$ cat config.mk
export PLATFORM = sky130hd
export DESIGN_NAME = adc_share_arbiter_flat
export DESIGN_NICKNAME = d
export VERILOG_FILES = /design/src/rtl/adc_pkg.sv /design/src/rtl/adc_share_arbiter_if.sv /design/src/rtl/rr_pick.sv /design/src/rtl/adc_share_arbiter.sv /design/src/flat_wrapper.sv
export SDC_FILE = /design/constraint.sdc
export NUM_CORES = 1
export LEC_CHECK = 0
export CORE_ASPECT_RATIO = 1.4
export CORE_UTILIZATION = 35
export CTS_BUF_LIST = sky130_fd_sc_hd__clkbuf_8
export DETAILED_ROUTE_END_ITERATION = 6
export PLACE_DENSITY_LB_ADDON = 0.08
export SLEW_MARGIN = 5
export SYNTH_ARGS = -nofsm -noshare
export SYNTH_HDL_FRONTEND = slang
export SYNTH_HIERARCHICAL = 1
export SYNTH_SLANG_ARGS = --single-unit
$ cat constraint.sdc
create_clock -name clk -period 2.85 [get_ports clk]
set_input_delay 0.57 -clock clk [delete_from_list [all_inputs] [get_ports clk]]
set_output_delay 0.57 -clock clk [all_outputs]
set_load 0.05 [all_outputs]
$ cat src/rtl/adc_pkg.sv
// Shared types and defaults for the ADC share arbiter.
// FSM encoding, widths and a saturating counter helper.
package adc_pkg;

  localparam int ADC_DATA_W  = 12;
  localparam int TIMEOUT_DEF = 64;
  localparam int NUM_REQ_DEF = 4;

  typedef enum logic [1:0] {
    S_IDLE  = 2'd0,
    S_START = 2'd1,
    S_WAIT  = 2'd2,
    S_DONE  = 2'd3
  } state_e;

  function automatic logic [7:0] sat_inc8(
    input logic [7:0] v
  );
    return (v == 8'hFF) ? v : v + 8'd1;
  endfunction

endpackage

$ cat src/rtl/adc_share_arbiter_if.sv
// Client + ADC reader bundle for the share arbiter.
// slave = arbiter side, master = clients/ADC side.
interface adc_share_arbiter_if
  import adc_pkg::*;
#(
  parameter int NUM_REQ = NUM_REQ_DEF,
  parameter int DATA_W  = ADC_DATA_W
);
  logic [NUM_REQ-1:0] req;
  logic [NUM_REQ-1:0] ack;
  logic [NUM_REQ-1:0] err;
  logic [DATA_W-1:0]  rd_data;
  logic               busy;
  logic               adc_start;
  logic               adc_ready;
  logic [DATA_W-1:0]  adc_data;
  logic [7:0]         timeout_cnt;

  modport slave (
    input  req, adc_ready, adc_data,
    output ack, err, rd_data, busy,
    output adc_start, timeout_cnt
  );

  modport master (
    output req, adc_ready, adc_data,
    input  ack, err, rd_data, busy,
    input  adc_start, timeout_cnt
  );
endinterface

$ cat src/rtl/rr_pick.sv
// Round-robin picker: first set request at or
// after ptr_i, wrapping past N-1 back to 0.
module rr_pick #(
  parameter int N  = 4,
  parameter int PW = 2
) (
  input  logic [N-1:0]  req_i,
  input  logic [PW-1:0] ptr_i,
  output logic          hit_o,
  output logic [PW-1:0] idx_o
);

  logic [PW:0] s;

  // scan far-to-near so the closest hit wins
  always_comb begin
    hit_o = 1'b0;
    idx_o = '0;
    s     = '0;
    for (int off = N - 1; off >= 0; off--) begin
      s = {1'b0, ptr_i} + (PW + 1)'(off);
      if (s >= (PW + 1)'(N)) begin
        s = s - (PW + 1)'(N);
      end
      if (req_i[s[PW-1:0]]) begin
        hit_o = 1'b1;
        idx_o = s[PW-1:0];
      end
    end
  end

endmodule

$ cat src/rtl/adc_share_arbiter.sv
// Shares one ADC reader among NUM_REQ clients,
// round-robin, with a watchdog on adc_ready.
module adc_share_arbiter
  import adc_pkg::*;
#(
  parameter int NUM_REQ = NUM_REQ_DEF,
  parameter int DATA_W  = ADC_DATA_W,
  parameter int TIMEOUT = TIMEOUT_DEF
) (
  input  logic                clk,
  input  logic                reset,
  adc_share_arbiter_if.slave  bus
);

  localparam int PW = $clog2(NUM_REQ);
  localparam int WW = $clog2(TIMEOUT + 1);

  state_e state_q, state_d;

  logic [PW-1:0] grant_q, grant_d;
  logic [PW-1:0] ptr_q, ptr_d;
  logic [PW-1:0] pick_idx;
  logic          pick_hit;

  logic [WW-1:0] wd_q, wd_d;
  logic          expire;
  logic          ok_q, ok_d;

  logic [NUM_REQ-1:0] ack_q, ack_d;
  logic [NUM_REQ-1:0] err_q, err_d;
  logic [NUM_REQ-1:0] sel_oh;
  logic [DATA_W-1:0]  rd_q, rd_d;
  logic               busy_q, busy_d;
  logic [7:0]         tcnt_q, tcnt_d;

  rr_pick #(
    .N  (NUM_REQ),
    .PW (PW)
  ) u_pick (
    .req_i (bus.req),
    .ptr_i (ptr_q),
    .hit_o (pick_hit),
    .idx_o (pick_idx)
  );

  assign sel_oh = NUM_REQ'(1) << grant_q;
  assign expire = (wd_q == WW'(TIMEOUT - 1));

  // next state, watchdog and result capture
  always_comb begin
    state_d = state_q;
    grant_d = grant_q;
    ptr_d   = ptr_q;
    wd_d    = wd_q;
    ok_d    = ok_q;
    ack_d   = '0;
    err_d   = '0;
    rd_d    = rd_q;
    tcnt_d  = tcnt_q;
    unique case (state_q)
      S_IDLE: begin
        if (pick_hit) begin
          grant_d = pick_idx;
          state_d = S_START;
        end
      end
      S_START: begin
        wd_d    = '0;
        state_d = S_WAIT;
      end
      S_WAIT: begin
        if (bus.adc_ready) begin
          rd_d    = bus.adc_data;
          ok_d    = 1'b1;
          state_d = S_DONE;
        end else if (expire) begin
          ok_d    = 1'b0;
          state_d = S_DONE;
        end else begin
          wd_d = wd_q + WW'(1);
        end
      end
      S_DONE: begin
        if (ok_q) begin
          ack_d = sel_oh;
        end else begin
          err_d  = sel_oh;
          tcnt_d = sat_inc8(tcnt_q);
        end
        ptr_d = (grant_q == PW'(NUM_REQ - 1))
              ? '0 : grant_q + PW'(1);
        state_d = S_IDLE;
      end
      default: state_d = S_IDLE;
    endcase
    // busy spans grant through the ack/err cycle
    busy_d = (state_d != S_IDLE)
          || (state_q == S_DONE);
  end

  // state and output registers
  always_ff @(posedge clk or negedge reset) begin
    if (!reset) begin
      state_q <= S_IDLE;
      grant_q <= '0;
      ptr_q   <= '0;
      wd_q    <= '0;
      ok_q    <= 1'b0;
      ack_q   <= '0;
      err_q   <= '0;
      rd_q    <= '0;
      busy_q  <= 1'b0;
      tcnt_q  <= '0;
    end else begin
      state_q <= state_d;
      grant_q <= grant_d;
      ptr_q   <= ptr_d;
      wd_q    <= wd_d;
      ok_q    <= ok_d;
      ack_q   <= ack_d;
      err_q   <= err_d;
      rd_q    <= rd_d;
      busy_q  <= busy_d;
      tcnt_q  <= tcnt_d;
    end
  end

  assign bus.adc_start   = (state_q == S_START);
  assign bus.ack         = ack_q;
  assign bus.err         = err_q;
  assign bus.rd_data     = rd_q;
  assign bus.busy        = busy_q;
  assign bus.timeout_cnt = tcnt_q;

endmodule

$ cat src/flat_wrapper.sv
// flat-port wrapper written by rule: the top's interface ports become plain ports
module adc_share_arbiter_flat import adc_pkg::*;
#(
  parameter int NUM_REQ = NUM_REQ_DEF,
  parameter int DATA_W  = ADC_DATA_W,
  parameter int TIMEOUT = TIMEOUT_DEF
)
  (clk, reset, bus_req, bus_adc_ready, bus_adc_data, bus_ack, bus_err, bus_rd_data, bus_busy, bus_adc_start, bus_timeout_cnt);
  adc_share_arbiter_if #(.NUM_REQ(NUM_REQ), .DATA_W(DATA_W)) bus_i ();
  input  logic clk;
  input  logic reset;
  input wire logic [$bits(bus_i.req)-1:0] bus_req;
  input wire logic [$bits(bus_i.adc_ready)-1:0] bus_adc_ready;
  input wire logic [$bits(bus_i.adc_data)-1:0] bus_adc_data;
  output wire logic [$bits(bus_i.ack)-1:0] bus_ack;
  output wire logic [$bits(bus_i.err)-1:0] bus_err;
  output wire logic [$bits(bus_i.rd_data)-1:0] bus_rd_data;
  output wire logic [$bits(bus_i.busy)-1:0] bus_busy;
  output wire logic [$bits(bus_i.adc_start)-1:0] bus_adc_start;
  output wire logic [$bits(bus_i.timeout_cnt)-1:0] bus_timeout_cnt;
  assign bus_i.req = bus_req;
  assign bus_i.adc_ready = bus_adc_ready;
  assign bus_i.adc_data = bus_adc_data;
  assign bus_ack = bus_i.ack;
  assign bus_err = bus_i.err;
  assign bus_rd_data = bus_i.rd_data;
  assign bus_busy = bus_i.busy;
  assign bus_adc_start = bus_i.adc_start;
  assign bus_timeout_cnt = bus_i.timeout_cnt;
  adc_share_arbiter #(.NUM_REQ(NUM_REQ), .DATA_W(DATA_W), .TIMEOUT(TIMEOUT)) u_core (.clk(clk), .reset(reset), .bus(bus_i));
endmodule
==> impl_results.html <==
<table>
<tr><th>Metric</th><th>Value</th></tr>
<tr><th colspan="2">Run status</th></tr>
<tr><td>Status</td><td>finished clean</td></tr>
<tr><th colspan="2">STA</th></tr>
<tr><td>Hold_ws</td><td>407 ps</td></tr>
<tr><td>Total negative slack for setup checks</td><td>0 ps</td></tr>
<tr><td>Post-route clock skew</td><td>7.62 ps</td></tr>
<tr><td>Share of the clock period used by the worst path after layout</td><td>0.844</td></tr>
<tr><td>Max-slew headroom at the worst pin</td><td>0.376</td></tr>
<tr><td>Shortest period the worst path allows</td><td>2400 ps</td></tr>
<tr><td>PnR worst setup slack</td><td>445 ps</td></tr>
<tr><td>Max-slew violation count</td><td>0</td></tr>
<tr><td>Unrepaired setup endpoints after global routing</td><td>no</td></tr>
<tr><td>Transition time at the pin with the least slew margin</td><td>936 ps</td></tr>
<tr><td>Setup-failing EPs final</td><td>0</td></tr>
<tr><td>Number of endpoints with negative hold slack in the final report</td><td>0</td></tr>
<tr><td>Max Clock Freq</td><td>416 MHz</td></tr>
<tr><th colspan="2">Floorplan</th></tr>
<tr><td>Area of the core</td><td>5280 sq um</td></tr>
<tr><td>X dimension of the die</td><td>65.4 um</td></tr>
<tr><td>Effective utilization at floorplan</td><td>0.373</td></tr>
<tr><td>Number of I/O pins</td><td>49</td></tr>
<tr><td>Total Die Area</td><td>5930 sq um</td></tr>
<tr><td>Y dimension of the die</td><td>90.7 um</td></tr>
<tr><td>Std-Cell Rows</td><td>31</td></tr>
<tr><th colspan="2">Route</th></tr>
<tr><td>Routed WL</td><td>3.93 mm</td></tr>
<tr><td>Starting DRT DRC Count</td><td>40</td></tr>
<tr><td>Total number of vias</td><td>1487</td></tr>
<tr><td>Count of unresolved DRC violations after routing</td><td>0</td></tr>
<tr><td>Average vias per placed instance</td><td>5.13</td></tr>
<tr><td>Antenna violation net count after detailed routing</td><td>0</td></tr>
<tr><td>WL per Instance</td><td>13.5 um</td></tr>
<tr><td>Number of optimization iterations in the first detailed-route pass</td><td>5</td></tr>
<tr><th colspan="2">Placement</th></tr>
<tr><td>Post-Place Cell Area</td><td>2520 sq um</td></tr>
<tr><td>Final RePlAce weighted congestion</td><td>0.889</td></tr>
<tr><td>Number of buffer cells added on primary ports</td><td>48</td></tr>
<tr><td>Detail Placement HPWL</td><td>2.91 mm</td></tr>
<tr><td>Worst slack at placement</td><td>724 ps</td></tr>
<tr><th colspan="2">Synth</th></tr>
<tr><td>Instance count of the mapped netlist</td><td>170</td></tr>
<tr><td>Yosys top cell area share</td><td>0.547</td></tr>
<tr><td>Syn avg cell area</td><td>11.6 sq um</td></tr>
<tr><td>Main flop type after synthesis</td><td>sky130_fd_sc_hd__dfrtp_1</td></tr>
<tr><td>Share of synthesized area occupied by flip-flops and latches</td><td>0.547</td></tr>
<tr><td>Most area-hungry cell type in the Yosys netlist</td><td>sky130_fd_sc_hd__dfrtp_1</td></tr>
<tr><td>Count of synthesis-stage warnings from yosys</td><td>6</td></tr>
<tr><td>Top post-synthesis cells by area</td><td>sky130_fd_sc_hd__dfrtp_1, sky130_fd_sc_hd__mux2_1, sky130_fd_sc_hd__ha_1, sky130_fd_sc_hd__a21oi_1, sky130_fd_sc_hd__nand2_1</td></tr>
<tr><td>EDFF count, synth</td><td>0</td></tr>
<tr><td>Leading post-synthesis cells by instance count</td><td>sky130_fd_sc_hd__dfrtp_1, sky130_fd_sc_hd__nand2_1, sky130_fd_sc_hd__mux2_1</td></tr>
<tr><td>Net count of the mapped netlist</td><td>200</td></tr>
<tr><td>Most numerous cell in the Yosys netlist</td><td>sky130_fd_sc_hd__dfrtp_1</td></tr>
<tr><td>Number of register bits inferred by synthesis</td><td>43</td></tr>
<tr><td>Post-synthesis instance area</td><td>1970 sq um</td></tr>
<tr><td>Distinct cell type count after synthesis</td><td>39</td></tr>
<tr><td>Fraction of synthesis flops using an asynchronous set or reset pin</td><td>1.00</td></tr>
<tr><th colspan="2">Global route</th></tr>
<tr><td>Overflow left after global routing</td><td>0</td></tr>
<tr><td>Global router's overall resource usage</td><td>0.142</td></tr>
<tr><td>Largest net degree at the start of global routing</td><td>44</td></tr>
<tr><td>Initial antenna violation count</td><td>0</td></tr>
<tr><td>Wire length of the first global-routing pass</td><td>6.51 mm</td></tr>
<tr><td>Vias in the first global route</td><td>1426</td></tr>
<tr><th colspan="2">Setup path</th></tr>
<tr><td>Arr. time, crit path</td><td>1830 ps</td></tr>
<tr><td>Top cell family by delay on the critical path</td><td>buffers and inverters</td></tr>
<tr><td>Max FO, Critical Path</td><td>3</td></tr>
<tr><td>Buffers and inverters on the worst path</td><td>2</td></tr>
<tr><td>Worst setup path class</td><td>register to output port</td></tr>
<tr><td>Critical path launch point type</td><td>register</td></tr>
<tr><td>Sequence of cells on the critical path</td><td>inv_1 -&gt; ha_1 -&gt; clkdlybuf4s50_1</td></tr>
<tr><td>Slowest CP cell</td><td>sky130_fd_sc_hd__clkdlybuf4s50_1</td></tr>
<tr><td>Critical Path RT</td><td>2280 ps</td></tr>
<tr><td>Crit. End Element</td><td>output port</td></tr>
<tr><td>Worst path max stage delay</td><td>820 ps</td></tr>
<tr><th colspan="2">Power</th></tr>
<tr><td>LEAKAGE</td><td>1.20 nW</td></tr>
<tr><td>Worst-case vdd ir drop</td><td>0.404 mV</td></tr>
<tr><td>Power per cell area</td><td>966 nW/um^2</td></tr>
<tr><th colspan="2">Clocking</th></tr>
<tr><td>Latest clock arrival within the worst-skew pair</td><td>290 ps</td></tr>
<tr><td>Buffers from clock root to sink, at most</td><td>2</td></tr>
<tr><td>Clock tree root driver cell</td><td>sky130_fd_sc_hd__clkbuf_8</td></tr>
<tr><td>Clock sink total</td><td>43</td></tr>
<tr><td>Inserted Clock Buffers</td><td>5</td></tr>
<tr><td>H-tree levels</td><td>2</td></tr>
<tr><td>Clock tree from TritonCTS</td><td>done</td></tr>
<tr><td>Post-cts resize count</td><td>0</td></tr>
<tr><td>Clock slew at reported path FFs</td><td>80 ps</td></tr>
<tr><td>Setup Buffers After CTS</td><td>0</td></tr>
<tr><td>CTS hold repair buffers</td><td>0</td></tr>
<tr><th colspan="2">Min path</th></tr>
<tr><td>Path class of the lowest-slack min-delay path</td><td>input port to asynchronous set/reset pin</td></tr>
<tr><th colspan="2">Finish</th></tr>
<tr><td>Area of all placed cells without fillers</td><td>2630 sq um</td></tr>
<tr><td>Diodes inserted</td><td>0</td></tr>
<tr><td>Fraction of final layout cells sized beyond drive strength 1</td><td>0.0670</td></tr>
<tr><td>Nets</td><td>253</td></tr>
<tr><td>Synth-to-layout area growth</td><td>33.6%</td></tr>
<tr><th colspan="2">Job</th></tr>
<tr><td>Max_cap viols</td><td>0</td></tr>
</table>
## through the flow
stage | std cells | util | total power, mW
after floorplan | 170 | - | 1.71
after global placement | 282 | 0.477 | 2.06
after detailed placement | 282 | 0.477 | 2.09
after CTS | 290 | 0.499 | 2.57
after global routing | 290 | 0.499 | 2.69
final | 290 | 0.499 | 2.54
## kinds of logic (layout without fill, tap and decap cells)
family          Yosys count  after routing  synth area share
mux                      19             19             0.107
xor+xnor                  2              2           0.00890
compound gates           29             29            0.0941
buf+inv                   9             63            0.0178
simple gates             57             57             0.155
flops                    43             43             0.547
fa+ha+maj                11             11            0.0699
## state kept, by name, summed over array words and instances, names as in the netlist, 2 cells and up
name                    count
u_core/bus.rd_data         12
u_core/bus.timeout_cnt      8
u_core/wd_q                 7
u_core/bus.ack              4
u_core/bus.err              4
u_core/grant_q              2
u_core/ptr_q                2
u_core/state_q              2
## power by group
part           internal [mW]  leakage [nW]  total (mW)  switching (mW)
sequential             0.788         0.548       0.918           0.130
clock                  0.261        0.0581       0.472           0.211
combinational          0.437         0.591        1.15           0.714
total                   1.49          1.20        2.54            1.06
## placed cells by master (no fill, tap or decap), drive strengths merged, types with 2 or more instances in the layout
| cell | count |
|---|---|
| a31oi | 3 |
| ha | 11 |
| a211oi | 2 |
| inv | 7 |
| nand4 | 2 |
| and2 | 5 |
| xnor2 | 2 |
| clkbuf | 5 |
| and4 | 4 |
| nor2 | 9 |
| and3 | 7 |
| nor3 | 2 |
| mux2 | 17 |
| mux2i | 2 |
| nand2b | 3 |
| a21oi | 12 |
| dfrtp | 43 |
| nand3 | 4 |
| nand2 | 16 |
| clkinv | 2 |
| clkdlybuf4s50 | 47 |
| o21ai | 4 |
## worst register-to-register path, delay by kind of cell (launching register included)
kind | cells | cell delay, ps
buf+inv | 1 | 130
fa+ha+maj | 1 | 390
flops | 1 | 430
mux | 1 | 460
simple gates | 1 | 450
## final cells by class
cell class | instances | area (sq um)
fill | 509 | 2650
sequential | 43 | 1080
multi-input combinational | 118 | 857
timing repair buffer | 48 | 475
tap | 66 | 82.6
clock buffer | 5 | 68.8
clock inverter | 3 | 43.8
inverter | 7 | 26.3
## final timing paths
kind	start	to	slack (ps)	cells after the start
max reg2reg	u_core/state_q[0]	u_core/bus.rd_data[3]	880	4
min reg2reg	u_core/bus.rd_data[4]	u_core/bus.rd_data[4]	500	1
max	u_core/state_q[1]	bus_adc_start	450	3
min	reset	u_core/bus.rd_data[1]	410	1
max in group asynchronous	reset	u_core/bus.ack[2]	1850	1
min in group clk	u_core/bus.rd_data[4]	u_core/bus.rd_data[4]	500	1
## metal layers
metal  vias up  routed length, um  track usage
li1        710                  -            -
met1       730               1640        0.158
met2        43               2090        0.247
met3         4                168       0.0366
met4         0                 33       0.0652
met5         -                  0            0
No activity file was read; power rests on OpenSTA's default activity.
